--- config.mk ---
export PLATFORM = sky130hd
export DESIGN_NAME = alu_seq
export DESIGN_NICKNAME = d
export VERILOG_FILES = /design/src/rtl/alu_seq.sv
export SDC_FILE = /design/constraint.sdc
export NUM_CORES = 1
export LEC_CHECK = 0
export ABC_AREA = 1
export CAP_MARGIN = 0
export CORE_UTILIZATION = 50
export DETAILED_ROUTE_END_ITERATION = 10
export PLACE_DENSITY_LB_ADDON = 0.25
export SLEW_MARGIN = 20
export SYNTH_ARGS = -nofsm -noshare
export SYNTH_HDL_FRONTEND = slang
export SYNTH_SLANG_ARGS = --single-unit
--- constraint.sdc ---
create_clock -name clk -period 2.6 [get_ports clk]
set_input_delay 0.52 -clock clk [delete_from_list [all_inputs] [get_ports clk]]
set_output_delay 0.52 -clock clk [all_outputs]
set_load 0.02 [all_outputs]
--- src/rtl/alu_seq.sv ---
`default_nettype none
// +----------------------------------------------------------------------------+
// | Module      : alu_seq                                                      |
// | Description : Handshaked integer ALU for the execute stage. Single-cycle   |
// |               ops (add/sub/shift/compare/logic) register their result one  |
// |               cycle after acceptance. MUL/MULHU/DIVU/REMU iterate one bit  |
// |               per cycle for WIDTH cycles (shift-add / restoring divide).   |
// | Ports       : clk, rst_n (async active-low), flush (sync abort)            |
// |               in_valid/in_ready, in_a, in_b, op_code  -- operation input   |
// |               out_valid/out_ready, out_result         -- registered result |
// | Revision    : 1.0  initial release                                         |
// +----------------------------------------------------------------------------+
module alu_seq #(
    parameter int WIDTH = 32
) (
    input  logic             clk,
    input  logic             rst_n,
    input  logic             flush,
    input  logic             in_valid,
    output logic             in_ready,
    input  logic [WIDTH-1:0] in_a,
    input  logic [WIDTH-1:0] in_b,
    input  logic [3:0]       op_code,
    output logic             out_valid,
    input  logic             out_ready,
    output logic [WIDTH-1:0] out_result
);

    localparam int c_log2w = $clog2(WIDTH);

    localparam logic [3:0] c_op_add   = 4'b0000;
    localparam logic [3:0] c_op_sub   = 4'b0001;
    localparam logic [3:0] c_op_sll   = 4'b0010;
    localparam logic [3:0] c_op_sltu  = 4'b0011;
    localparam logic [3:0] c_op_xor   = 4'b0100;
    localparam logic [3:0] c_op_srl   = 4'b0101;
    localparam logic [3:0] c_op_slt   = 4'b0110;
    localparam logic [3:0] c_op_sra   = 4'b0111;
    localparam logic [3:0] c_op_or    = 4'b1000;
    localparam logic [3:0] c_op_and   = 4'b1001;
    localparam logic [3:0] c_op_mul   = 4'b1010;
    localparam logic [3:0] c_op_remu  = 4'b1101;

    typedef enum logic [1:0] {
        S_IDLE = 2'd0,
        S_BUSY = 2'd1,
        S_DONE = 2'd2
    } state_t;

    state_t             r_state;
    state_t             w_state_nxt;

    // Iterative datapath registers.
    //   multiply: r_m = multiplicand, r_acc = high product half, r_q = multiplier / low half
    //   divide  : r_m = divisor,      r_acc = partial remainder, r_q = dividend / quotient
    logic [WIDTH-1:0]   r_m;
    logic [WIDTH-1:0]   r_q;
    logic [WIDTH-1:0]   r_acc;
    logic [c_log2w-1:0] r_cnt;
    logic               r_is_div;
    logic               r_sel_lo;
    logic [WIDTH-1:0]   r_result;

    logic               w_iter;
    logic               w_accept;
    logic               w_last;
    logic [c_log2w-1:0] w_shamt;
    logic signed [WIDTH-1:0] w_a_signed;
    logic [WIDTH-1:0]   w_alu;

    logic [WIDTH:0]     w_sum;
    logic [WIDTH:0]     w_rem_sh;
    logic               w_ge;
    logic [WIDTH-1:0]   w_diff;
    logic [WIDTH-1:0]   w_acc_nxt;
    logic [WIDTH-1:0]   w_q_nxt;

    assign w_iter     = (op_code >= c_op_mul) && (op_code <= c_op_remu);
    assign w_accept   = in_valid && in_ready && !flush;
    assign w_last     = (r_cnt == c_log2w'(WIDTH - 1));
    assign w_shamt    = in_b[c_log2w-1:0];
    assign w_a_signed = $signed(in_a);
    assign out_result = r_result;

    // ------------------------------------------------------------------
    // Single-cycle operations
    // ------------------------------------------------------------------
    always_comb begin
        w_alu = '0;
        case (op_code)
            c_op_add:  w_alu = in_a + in_b;
            c_op_sub:  w_alu = in_a - in_b;
            c_op_sll:  w_alu = in_a << w_shamt;
            c_op_sltu: w_alu = {{(WIDTH-1){1'b0}}, (in_a < in_b)};
            c_op_xor:  w_alu = in_a ^ in_b;
            c_op_srl:  w_alu = in_a >> w_shamt;
            c_op_slt:  w_alu = {{(WIDTH-1){1'b0}}, ($signed(in_a) < $signed(in_b))};
            c_op_sra:  w_alu = w_a_signed >>> w_shamt;
            c_op_or:   w_alu = in_a | in_b;
            c_op_and:  w_alu = in_a & in_b;
            default:   w_alu = '0;
        endcase
    end

    // ------------------------------------------------------------------
    // One iteration step
    // ------------------------------------------------------------------
    // Shift-add: conditionally add the multiplicand into the high half, then
    // shift {carry, high, low} right by one. After WIDTH steps {r_acc, r_q}
    // holds the full 2*WIDTH product.
    assign w_sum    = {1'b0, r_acc} + (r_q[0] ? {1'b0, r_m} : {(WIDTH+1){1'b0}});

    // Restoring divide: bring the next dividend bit into the remainder and
    // subtract the divisor when it fits. A zero divisor always "fits", which
    // naturally yields an all-ones quotient and the dividend as remainder.
    assign w_rem_sh = {r_acc, r_q[WIDTH-1]};
    assign w_ge     = (w_rem_sh >= {1'b0, r_m});
    // When w_ge holds the true difference is below the divisor, so the low
    // WIDTH bits are exact.
    assign w_diff   = w_rem_sh[WIDTH-1:0] - r_m;

    always_comb begin
        w_acc_nxt = '0;
        w_q_nxt   = '0;
        if (r_is_div) begin
            w_acc_nxt = w_ge ? w_diff : w_rem_sh[WIDTH-1:0];
            w_q_nxt   = {r_q[WIDTH-2:0], w_ge};
        end else begin
            w_acc_nxt = w_sum[WIDTH:1];
            w_q_nxt   = {w_sum[0], r_q[WIDTH-1:1]};
        end
    end

    // ------------------------------------------------------------------
    // Control FSM
    // ------------------------------------------------------------------
    always_ff @(posedge clk or negedge rst_n) begin
        if (!rst_n) begin
            r_state <= S_IDLE;
        end else begin
            r_state <= w_state_nxt;
        end
    end

    always_comb begin
        w_state_nxt = r_state;
        in_ready    = 1'b0;
        out_valid   = 1'b0;
        case (r_state)
            S_IDLE: begin
                in_ready = 1'b1;
                if (in_valid) begin
                    w_state_nxt = w_iter ? S_BUSY : S_DONE;
                end
            end
            S_BUSY: begin
                if (w_last) begin
                    w_state_nxt = S_DONE;
                end
            end
            S_DONE: begin
                out_valid = 1'b1;
                in_ready  = out_ready;
                if (out_ready) begin
                    if (in_valid) begin
                        w_state_nxt = w_iter ? S_BUSY : S_DONE;
                    end else begin
                        w_state_nxt = S_IDLE;
                    end
                end
            end
            default: begin
                w_state_nxt = S_IDLE;
            end
        endcase
        // Abort wins over everything, including a same-cycle acceptance.
        if (flush) begin
            w_state_nxt = S_IDLE;
        end
    end

    // ------------------------------------------------------------------
    // Datapath registers
    // ------------------------------------------------------------------
    always_ff @(posedge clk or negedge rst_n) begin
        if (!rst_n) begin
            r_m      <= '0;
            r_q      <= '0;
            r_acc    <= '0;
            r_cnt    <= '0;
            r_is_div <= 1'b0;
            r_sel_lo <= 1'b0;
            r_result <= '0;
        end else if (flush) begin
            r_cnt    <= '0;
            r_acc    <= '0;
            r_result <= '0;
        end else if (w_accept) begin
            if (w_iter) begin
                // op_code[2] separates DIVU/REMU from MUL/MULHU; op_code[0]
                // picks the upper product half or the remainder.
                r_m      <= op_code[2] ? in_b : in_a;
                r_q      <= op_code[2] ? in_a : in_b;
                r_acc    <= '0;
                r_cnt    <= '0;
                r_is_div <= op_code[2];
                r_sel_lo <= ~op_code[0];
            end else begin
                r_result <= w_alu;
            end
        end else if (r_state == S_BUSY) begin
            r_acc <= w_acc_nxt;
            r_q   <= w_q_nxt;
            r_cnt <= r_cnt + 1'b1;
            if (w_last) begin
                r_result <= r_sel_lo ? w_q_nxt : w_acc_nxt;
            end
        end
    end

endmodule
`default_nettype wire

==> impl_metrics.tcl, run 1 <==
set metrics [dict create \
    status "stopped before the end" \
    haltStage "global routing" \
    stop_error "[ERROR GRT-0232] Routing congestion too high. Check the congestion heatmap in the GUI." \
    seq_area_frac_synth 0.155 \
    yosysTopAreaCell "nand2_1" \
    gr-total-overflow 104 \
    place_hpwl_mm 101 \
    ys_warn_count 0 \
    track_usage 0.757 \
    fp-row-count 76 \
    synthTopCellsByCount "nand2_1 (1269), nand3_1 (527), inv_1 (507), nor2_1 (293), o21ai_0 (277)" \
    fp.dieH_um 212 \
    ys_top_cells_by_area "nand2_1 (22%), dfrtp_1 (15%), nand3_1 (12%)" \
    cts.sinks 137 \
    die_w_um 212 \
    worst_endpoint "out_result[18]$_DFFE_PN0P_/D" \
    postPlaceCellArea_mm2 0.0301 \
    ios 107 \
    start_util 0.511 \
    synth.avg_cell_area_um2 5.56 \
    ys_types 55 \
    async_flop_share 1.00 \
    htreeDepth 4 \
    endpoint_type "sequential cell input" \
    synth_edf_count 0 \
    synth_top_area_share 0.215 \
    cts_buffers 17 \
    synth_fp_nets 4223 \
    place_inst 5368 \
    synth_seq_cells 137 \
    synth.most_common_cell "nand2_1" \
    syn_inst 3980 \
    place_congestion 1.16 \
    ctsLongestPathBuffers 2 \
    grt_max_degree 83 \
    syn_area_mm2 0.0221 \
    synth_ff_type "dfrtp_1" \
    root_buffer "clkbuf_16" \
    port_buffers 106 \
]
-- kinds of logic after synthesis --
family | synth area share
and+or+nand+nor | 0.434
buffers and inverters | 0.124
DFF | 0.155
muxes | 0.00136
xor gates and xnor gates | 0.00989
adders and majority gates | 0.0974
AOI/OAI and AO/OA | 0.179
-- per-stage QoR --
stage / worst slack, ns / hold WS [ns] / setup TNS [ns] / util
CTS: -0.00293 / 0.488 / -0.00298 / 0.735
detailed placement: -0.932 / 0.451 / -43.82 / 0.694
global placement: -0.989 / 0.448 / -39.98 / 0.694
floorplan: 0.00249 / 0.224 / 0 / -
-- what timing repair did --
item / in CTS
buffers inserted: 12
pin swaps: 56
resized for setup: 323
hold buffers: 1
endpoints found under the hold margin: 29
endpoints found under the setup margin: 50
gates cloned: 0
-- per-layer routing --
| metal | overflow | track usage |
|---|---|---|
| met1 | 6 | 0.793 |
| met2 | 48 | 0.914 |
| met3 | 4 | 0.586 |
| met5 | 0 | 0.308 |
| met4 | 46 | 0.703 |
==> inputs of run 2 (changes only) <==
--- a/config.mk
+++ b/config.mk
@@ -7,9 +7,9 @@
 export LEC_CHECK = 0
 export ABC_AREA = 1
 export CAP_MARGIN = 0
-export CORE_UTILIZATION = 50
+export CORE_UTILIZATION = 35
 export DETAILED_ROUTE_END_ITERATION = 10
-export PLACE_DENSITY_LB_ADDON = 0.25
+export PLACE_DENSITY_LB_ADDON = 0.15
 export SLEW_MARGIN = 20
 export SYNTH_ARGS = -nofsm -noshare
 export SYNTH_HDL_FRONTEND = slang
==> constraint.sdc (replaced) <==
create_clock -name clk -period 3.38 [get_ports clk]
set_input_delay 0.676 -clock clk [delete_from_list [all_inputs] [get_ports clk]]
set_output_delay 0.676 -clock clk [all_outputs]
set_load 0.02 [all_outputs]
==> impl_metrics.tcl, run 2 <==
set metrics [dict create \
    status "finished, final reports clean" \
    htreeDepth 4 \
    fp.dieH_um 254 \
    postCtsSetupBuffers 0 \
    async_flop_share 1.00 \
    antenna_found_initial 1 \
    wl_met2_mm 54.0 \
    route.antenna.remaining_nets 0 \
    max_slew.worst_pin.slew_ns 0.811 \
    ys_top_cells_by_area "nand2_1 (22%), dfrtp_1 (15%), nand3_1 (12%)" \
    place_congestion 1.06 \
    syn_inst 3980 \
    drt_pass1_iterations 6 \
    grt_pass1_wl_mm 177 \
    drc_errors 0 \
    place_hpwl_mm 102 \
    cp-end-kind "register" \
    fp-row-count 91 \
    die_area_mm2 0.0643 \
    synth_edf_count 0 \
    synth_ff_type "dfrtp_1" \
    pre_cts_ws_ns -0.445 \
    root_buffer "clkbuf_16" \
    setup_violations 0 \
    cts_resized 0 \
    hold_path.class "in -> async" \
    nets 4701 \
    final_common_cell "nand2_1" \
    yosysTopAreaCell "nand2_1" \
    worst_slew_margin_rel 0.458 \
    clock_latency_ns 0.45 \
    drt_iter0_markers 3494 \
    drv_slew 0 \
    drive_above_1_share 0.141 \
    path_cells "clkdlybuf4s50_1 > inv_1 > ha_1 > a21oi_1 > nand3_1 > buf_4 > a21oi_1 > o21ai_0 > a21oi_1 > nand3_1 > nand2_1 > inv_1 > nand2_1 > nand2_1" \
    ctsLongestPathBuffers 2 \
    synth.most_common_cell "nand2_1" \
    port_buffers 106 \
    crit_type "in -> reg" \
    p_leak_nw 14.9 \
    total_power_mw 10.3 \
    clock.fmax_mhz 299 \
    worstSetupStartpointType "input port" \
    seq_area_frac_synth 0.155 \
    cts_hold_buf 0 \
    area_growth_pct 27.5 \
    ios 107 \
    skew_ns 0.0157 \
    start_util 0.357 \
    setup_slack_ns 0.0394 \
    grt_max_degree 77 \
    synth_seq_cells 137 \
    top_layer "met5" \
    synth_fp_nets 4223 \
    syn_area_mm2 0.0221 \
    cts_buffers 17 \
    mostFrequentLayoutCells "nand2_1 (1269), nand3_1 (526), buf_4 (511)" \
    rsz0062_at_grt "false" \
    via_count 29193 \
    wire_per_inst_um 22.9 \
    cts_tree "done" \
    ys_types 55 \
    cts.sinks 137 \
    synthTopCellsByCount "nand2_1 (1269), nand3_1 (527), inv_1 (507), nor2_1 (293), o21ai_0 (277)" \
    worstPathMaxFanout 5 \
    synth_top_area_share 0.215 \
    peakVddDrop_uv 365 \
    ys_warn_count 0 \
    clk_pin_slew_ns 0.06 \
    post-route-min-period_ns 3.34 \
    slowest_stage "clkdlybuf4s50_1" \
    cpPeakStageDelay_ns 0.49 \
    crit_arrival_ns 3.68 \
    viasPerCell 5.50 \
    n_fill_cell 6989 \
    wl_met3_mm 8.37 \
    m1WireLength_mm 51.0 \
    drt_wl_total_mm 122 \
    gr-total-overflow 0 \
    finalCritPeriodShare 0.988 \
    core-area_mm2 0.0621 \
    hold_viol_final 0 \
    track_usage 0.375 \
    die_w_um 254 \
    power-per-cell-area_mw_per_mm2 366 \
    drv_cap 0 \
    crit_required_ns 3.72 \
    grt_pass1_vias 27327 \
    synth.avg_cell_area_um2 5.56 \
    tns_ns 0 \
]
## run 2: cell counts after synthesis
No cell type changed its count.
## run 2: layout make-up
class,instances,area [um2],area share
sequential,137,3430,0.122
clock buffer,18,439,0.0156
timing repair buffer,631,5170,0.183
clock inverter,13,145,0.00514
inverter,525,1970,0.0698
antenna,1,2.50,0.0000887
tap,837,1050,0.0371
multi-input combinational,3146,16000,0.568
## run 2: path summary, 6_finish.rpt
path                                startpoint             end  slack (ns)  cells past startpoint
worst max-delay path                   in_a[6]   out_result[7]        0.04                     14
worst min-delay path                     rst_n          r_m[3]        0.20                      1
worst max register to register          r_m[0]  out_result[29]        0.23                     17
worst min register to register  out_result[17]  out_result[17]        0.49                      2
max in group asynchronous                rst_n         r_q[29]        2.45                      2
min in group clk                out_result[17]  out_result[17]        0.49                      2
## run 2: where the power goes
group	leakage, nW	switching [mW]	total (mW)	internal, mW
registers	1.77	0.276	2.28	2.00
logic	12.9	4.00	6.13	2.13
clock network	0.279	0.815	1.92	1.11
total	14.9	5.09	10.3	5.24
## run 2: critical path, delay by kind of cell
family,cells,cell delay [ns]
buf+inv,4,0.82
fa+ha+maj,1,0.46
compound gates,4,0.94
simple gates,5,0.78
## run 2: cells by family (layout without fill, tap and decap cells)
logic type,after synthesis,count (layout),share of synthesized area
AOI/OAI and AO/OA,685,685,0.179
xor gates and xnor gates,25,25,0.00989
DFF,137,137,0.155
adders and majority gates,170,170,0.0974
buffers and inverters,697,1187,0.124
other,0,1,0
and+or+nand+nor,2263,2263,0.434
muxes,3,3,0.00136
## run 2: metrics by stage
stage	utilization	hold WS, ns	instances	instance area (um2)
final	0.455	0.203	5308	28200
after global routing	0.455	0.243	5307	28200
after CTS	0.454	0.225	5307	28200
after detailed placement	0.445	0.470	5276	27600
after global placement	0.445	0.468	5276	27600
after floorplan	-	0.380	3980	22100
## run 2: layer usage
layer / GRT usage / up-vias
li1: - / 13980
met1: 0.487 / 13575
met2: 0.600 / 1364
met3: 0.0373 / 272
met4: 0.230 / 2
met5: 0 / -
(Power assumes the default switching activity.)
